### config.mk
export PLATFORM = sky130hd
export DESIGN_NAME = uart_tx_arbiter
export DESIGN_NICKNAME = d
export VERILOG_FILES = /design/src/rtl/uart_arb_pkg.sv /design/src/rtl/uart_rr_pick.sv /design/src/rtl/uart_tx_arbiter.sv
export SDC_FILE = /design/constraint.sdc
export NUM_CORES = 1
export LEC_CHECK = 0
export BUFFER_PORTS_ARGS = -buffer_cell sky130_fd_sc_hd__clkbuf_2
export CELL_PAD_IN_SITES_DETAIL_PLACEMENT = 0
export CELL_PAD_IN_SITES_GLOBAL_PLACEMENT = 2
export CORE_AREA = 5 5 68 86
export CTS_BUF_LIST = sky130_fd_sc_hd__clkbuf_8
export DETAILED_ROUTE_END_ITERATION = 7
export DIE_AREA = 0 0 73 91
export PLACE_DENSITY_LB_ADDON = 0.1
export SYNTH_ARGS = -nofsm -noshare
export SYNTH_HDL_FRONTEND = slang
export SYNTH_SLANG_ARGS = --single-unit
### constraint.sdc
create_clock -name clk -period 1.8 [get_ports clk]
set_clock_uncertainty 0.2 [all_clocks]
set_input_delay 0.09 -clock clk [delete_from_list [all_inputs] [get_ports clk]]
set_output_delay 0.09 -clock clk [all_outputs]
set_load 0.05 [all_outputs]
### src/rtl/uart_arb_pkg.sv
// Shared state encoding and defaults for the UART transmit arbiter.
package uart_arb_pkg;

    localparam logic [2:0] ARB_IDLE    = 3'd0;
    localparam logic [2:0] ARB_GRANT   = 3'd1;
    localparam logic [2:0] ARB_LAUNCH  = 3'd2;
    localparam logic [2:0] ARB_WAIT    = 3'd3;
    localparam logic [2:0] ARB_RELEASE = 3'd4;

    localparam int LAUNCH_TIMEOUT_DEF = 1023;

    typedef enum logic [2:0] {
        ST_IDLE    = ARB_IDLE,
        ST_GRANT   = ARB_GRANT,
        ST_LAUNCH  = ARB_LAUNCH,
        ST_WAIT    = ARB_WAIT,
        ST_RELEASE = ARB_RELEASE
    } arb_state_e;

endpackage

### src/rtl/uart_rr_pick.sv
// Combinational round-robin search: first set request after ptr_i, wrapping modulo NUM_REQ.
module uart_rr_pick
    import uart_arb_pkg::*;
#(
    parameter int NUM_REQ = 4,
    parameter int ID_W    = 2
) (
    input  logic [NUM_REQ-1:0] req_i,
    input  logic [ID_W-1:0]    ptr_i,
    output logic               any_o,
    output logic [ID_W-1:0]    idx_o
);

    int pos;

    // Walk from the farthest candidate to the nearest so the nearest set bit wins.
    always_comb begin
        any_o = 1'b0;
        idx_o = '0;
        pos   = 0;
        for (int k = NUM_REQ; k >= 1; k--) begin
            pos = int'(ptr_i) + k;
            if (pos >= NUM_REQ) begin
                pos = pos - NUM_REQ;
            end
            if (req_i[pos[ID_W-1:0]]) begin
                any_o = 1'b1;
                idx_o = pos[ID_W-1:0];
            end
        end
    end

endmodule

### src/rtl/uart_tx_arbiter.sv
// Round-robin arbiter sharing one UART transmitter among NUM_REQ byte requesters.
// Define UART_ARB_TIMEOUT_EN to abort a launch when the transmitter never raises busy.
//
// state   | meaning
// IDLE    | waiting for any req_valid; latches winner index and byte
// GRANT   | frame owned, raise tx_en
// LAUNCH  | hold tx_en until transmitter reports busy
// WAIT    | wait for a rising edge of tx_done
// RELEASE | one-cycle ack to the owner, pointer moves to it
module uart_tx_arbiter
    import uart_arb_pkg::*;
#(
    parameter int NUM_REQ        = 4,
    parameter int ID_W           = 2,
    parameter int LAUNCH_TIMEOUT = LAUNCH_TIMEOUT_DEF
) (
    input  logic                 clk,
    input  logic                 arst_n,
    input  logic                 rst,
    input  logic [NUM_REQ-1:0]   req_valid,
    input  logic [NUM_REQ*8-1:0] req_data,
    output logic [NUM_REQ-1:0]   req_ack,
    output logic                 tx_en,
    output logic [7:0]           tx_byte,
    input  logic                 tx_busy,
    input  logic                 tx_done,
    output logic [ID_W-1:0]      grant_id,
    output logic                 active,
    output logic                 abort
);

    localparam logic [ID_W-1:0] PTR_RST = ID_W'(NUM_REQ - 1);

    arb_state_e      state_q, state_d;
    logic [ID_W-1:0] ptr_q, ptr_d;
    logic [ID_W-1:0] grant_q, grant_d;
    logic [7:0]      byte_q, byte_d;
    logic            tx_en_q, tx_en_d;
    logic            active_q, active_d;
    logic            done_q;
    logic            done_rise;
    logic            pick_any;
    logic [ID_W-1:0] pick_idx;
    logic [7:0]      pick_byte;
    logic            timeout_hit;

    uart_rr_pick #(
        .NUM_REQ (NUM_REQ),
        .ID_W    (ID_W)
    ) u_pick (
        .req_i (req_valid),
        .ptr_i (ptr_q),
        .any_o (pick_any),
        .idx_o (pick_idx)
    );

    always_comb begin
        pick_byte = '0;
        for (int i = 0; i < NUM_REQ; i++) begin
            if (pick_idx == ID_W'(i)) begin
                pick_byte = req_data[8*i +: 8];
            end
        end
    end

    assign done_rise = tx_done & ~done_q;

`ifdef UART_ARB_TIMEOUT_EN
    localparam int CNT_W = $clog2(LAUNCH_TIMEOUT + 1);

    logic [CNT_W-1:0] cnt_q, cnt_d;

    assign timeout_hit = (cnt_q == CNT_W'(LAUNCH_TIMEOUT));

    always_comb begin
        cnt_d = cnt_q;
        if (state_q == ST_GRANT) begin
            cnt_d = '0;
        end else if (state_q == ST_LAUNCH && !timeout_hit) begin
            cnt_d = cnt_q + 1'b1;
        end
    end

    always_ff @(posedge clk or negedge arst_n) begin
        if (!arst_n) begin
            cnt_q <= '0;
        end else if (rst) begin
            cnt_q <= '0;
        end else begin
            cnt_q <= cnt_d;
        end
    end
`else
    logic unused_timeout;

    assign timeout_hit    = 1'b0;
    assign unused_timeout = ^LAUNCH_TIMEOUT;
`endif

    always_comb begin
        state_d  = state_q;
        ptr_d    = ptr_q;
        grant_d  = grant_q;
        byte_d   = byte_q;
        tx_en_d  = tx_en_q;
        active_d = active_q;
        req_ack  = '0;
        abort    = 1'b0;
        case (state_q)
            ST_IDLE: begin
                if (pick_any) begin
                    grant_d  = pick_idx;
                    byte_d   = pick_byte;
                    active_d = 1'b1;
                    state_d  = ST_GRANT;
                end
            end
            ST_GRANT: begin
                tx_en_d = 1'b1;
                state_d = ST_LAUNCH;
            end
            ST_LAUNCH: begin
                if (tx_busy) begin
                    tx_en_d = 1'b0;
                    state_d = ST_WAIT;
                end else if (timeout_hit) begin
                    // Give up on this owner but still rotate past it.
                    tx_en_d  = 1'b0;
                    abort    = 1'b1;
                    ptr_d    = grant_q;
                    active_d = 1'b0;
                    state_d  = ST_IDLE;
                end
            end
            ST_WAIT: begin
                if (done_rise) begin
                    state_d = ST_RELEASE;
                end
            end
            ST_RELEASE: begin
                req_ack  = NUM_REQ'(1) << grant_q;
                ptr_d    = grant_q;
                active_d = 1'b0;
                state_d  = ST_IDLE;
            end
            default: begin
                state_d = ST_IDLE;
            end
        endcase
    end

    always_ff @(posedge clk or negedge arst_n) begin
        if (!arst_n) begin
            state_q  <= ST_IDLE;
            ptr_q    <= PTR_RST;
            grant_q  <= '0;
            byte_q   <= '0;
            tx_en_q  <= 1'b0;
            active_q <= 1'b0;
            done_q   <= 1'b0;
        end else if (rst) begin
            state_q  <= ST_IDLE;
            ptr_q    <= PTR_RST;
            grant_q  <= '0;
            byte_q   <= '0;
            tx_en_q  <= 1'b0;
            active_q <= 1'b0;
            done_q   <= 1'b0;
        end else begin
            state_q  <= state_d;
            ptr_q    <= ptr_d;
            grant_q  <= grant_d;
            byte_q   <= byte_d;
            tx_en_q  <= tx_en_d;
            active_q <= active_d;
            done_q   <= tx_done;
        end
    end

    assign tx_en    = tx_en_q;
    assign tx_byte  = byte_q;
    assign grant_id = grant_q;
    assign active   = active_q;

endmodule

==> flow_metrics.env <==
export IMPL_setup_viol=8
export IMPL_drt_iter0_drc=19
export IMPL_routabilityCongestion=0.696
export IMPL_rows=29
export IMPL_antenna_found_initial=0
export IMPL_hp_class="in -> async"
export IMPL_p_total_uw=1340
export IMPL_ant_nets=0
export IMPL_die_w_um=73
export IMPL_setup_tns_ps=-239
export IMPL_clock_sinks=18
export IMPL_finalWorstSetupSlack_ps=-51.0
export IMPL_drc=0
export IMPL_synthesis_area_um2=1090
export IMPL_ys_flop_type="dfrtp_1"
export IMPL_dp_hpwl_um=2560
export IMPL_status="finished with violations"
export IMPL_timing_rr_start="ptr_q[1]$_DFFE_PN1N_"
export IMPL_p_leak_uw=0.00102
export IMPL_synth_area_per_cell_um2=10.1
export IMPL_first_global_vias=1303
export IMPL_clk_latency_ps=260
export IMPL_worstSetupPathType="reg -> reg"
export IMPL_syn_nets=149
export IMPL_placed_area_um2=1540
export IMPL_vias=1243
export IMPL_finalHoldViolations=0
export IMPL_final_net_count=257
export IMPL_design_core_area_um2=4930
export IMPL_die_area_um2=6640
export IMPL_clock_path_buffers=2
export IMPL_path_max_fanout=17
export IMPL_max_freq_mhz=540
export IMPL_first_pass_iters=4
export IMPL_grt_use_met3=0.0254
export IMPL_crit_start="ptr_q[1]$_DFFE_PN1N_"
export IMPL_final_max_slew_viol_count=0
export IMPL_drive_above_1_share=0.428
export IMPL_final_area_um2=2010
export IMPL_diodes=0
export IMPL_hold_ws_ps=116
export IMPL_cts_tree="yes"
export IMPL_ys_async_sr_fraction=1.00
export IMPL_die_h_um=91
export IMPL_viasPerCell=4.49
export IMPL_period_minus_slack_ps=1850
export IMPL_busiest_layer="met2"
export IMPL_vdd_drop_max_mv=0.342
export IMPL_clk_pin_slew_ps=70
export IMPL_yosysSeqAreaShare=0.414
export IMPL_num_fill_cells=505
export IMPL_grt_ovfl_total=0
export IMPL_htreeDepth=1
export IMPL_r2r_cells=6
export IMPL_rr_endpoint="tx_byte[2]$_DFFE_PN0P_"
export IMPL_yosys_register_bits=18
export IMPL_wl_per_cell_um=13.2
export IMPL_cts_buffers=3
export IMPL_grt_max_degree=19
export IMPL_initial_core_util=0.222
export IMPL_grt_util_met2=0.205
export IMPL_cellPowerDensity_nw_per_um2=668
export IMPL_grtUsageMet1=0.124
export IMPL_crit_path_end="tx_byte[2]$_DFFE_PN0P_"
export IMPL_numPortBuffers=56
export IMPL_areaGrowthSynthToFinish_pct=83.9
export IMPL_cap_violations=0
export IMPL_arrival_ps=1790
export IMPL_drt_total_wl_um=3650
export IMPL_syn_inst=108
export IMPL_cts_root_buffer="clkbuf_8"
export IMPL_start_kind="flop"
export IMPL_pin_count=58
export IMPL_fin_crit_sh=1.03
export IMPL_grt_pass1_wl_um=5890
export IMPL_violations="negative setup slack"
export IMPL_endpoint_kind="flop"
export IMPL_grt_usage=0.113
export IMPL_synth_warnings=0
export IMPL_netlist_cell_type_count=38
export IMPL_synth_edf_count=0
export IMPL_rsz0062_at_grt="true"
export IMPL_rrSetupSlack_ps=-50
export IMPL_cp_required_ps=1740
[per-layer routing]
layer	routed length, µm	vias up
li1	-	617
met1	1420	579
met2	1960	42
met3	223	5
met4	52	0
met5	0	-
[Yosys cell counts, types with 3 or more instances]
| library cell | number | area (µm²) |
|---|---|---|
| nor3b_1 | 3 | 22.5 |
| dfrtp_1 | 16 | 400 |
| a21oi_1 | 3 | 15.0 |
| nor2_1 | 7 | 26.3 |
| nand2b_1 | 3 | 18.8 |
| nor3_1 | 5 | 25.0 |
| nor2b_1 | 3 | 18.8 |
| o221ai_1 | 7 | 61.3 |
| nand2_1 | 11 | 41.3 |
| mux2i_1 | 17 | 170 |
[how the worst min path moves through the flow]
stage               startpoint                 end  slack [ps]  cells past startpoint
global placement        arst_n   tx_en$_DFFE_PN0P_        -130                      1
floorplan               arst_n  active$_DFFE_PN0P_        -410                      0
detailed placement      arst_n   tx_en$_DFFE_PN0P_        -120                      1
finish                  arst_n   tx_en$_DFFE_PN0P_         120                      2
CTS                     arst_n   tx_en$_DFFE_PN0P_         140                      2
global route            arst_n   tx_en$_DFFE_PN0P_         170                      2
[layout make-up]
type / count / area (µm²) / share of cell area
well taps: 62 / 77.6 / 0.0386
flip-flops and latches: 18 / 453 / 0.225
repair buffers: 110 / 802 / 0.399
multi-input cells: 81 / 626 / 0.311
inverters: 2 / 7.51 / 0.00373
clock inverters: 1 / 3.75 / 0.00187
clock buffers: 3 / 41.3 / 0.0205
[sequential cells by signal, summed over array words and instances, names as in the netlist]
name and flops:
tx_byte 8, state_q 3, grant_id 2, ptr_q 2, active 1, done_q 1
tx_en 1
[stage by stage]
step	utilization	setup WS, ps	cells
floorplan	-	-61.7	108
global placement	0.313	-22.9	236
detailed placement	0.313	-106	236
CTS	0.400	-51.4	277
global route	0.407	-155	277
finish	0.407	-51.0	277
[cell families after synthesis]
group	Yosys count	synth area share
buffers and inverters	9	0.0641
other	1	0.00343
muxes	17	0.156
and+or+nand+nor	41	0.196
AOI/OAI and AO/OA	22	0.167
DFF	18	0.414
[cell usage in the layout, fill, tap and decap left out, types with 4 or more instances in the layout]
master	instances
clkbuf_2	53
dlygate4sd3_1	37
mux2i_1	16
dfrtp_1	16
buf_4	15
nand2_1	10
nor2_1	7
o221ai_2	4
o221ai_1	4
[worst max-delay path: stages (launching register included)]
cell      delay (ps)
dfstp_2          580
a21oi_2           60
a31o_1           190
o22ai_2          140
buf_12           200
mux2i_1          250
o221ai_2         110
[repair_timing]
item                       in CTS  in global routing
resized for setup               4                  9
hold buffers                   37                  0
setup endpoints to repair      10                 11
hold endpoints to repair       32                  0
setup buffers                   0                  0
[report_power, final]
part / switching, µW / internal, µW
combinational: 319 / 236
sequential: 37.8 / 452
clock: 146 / 152
(Power assumes the default switching activity.)
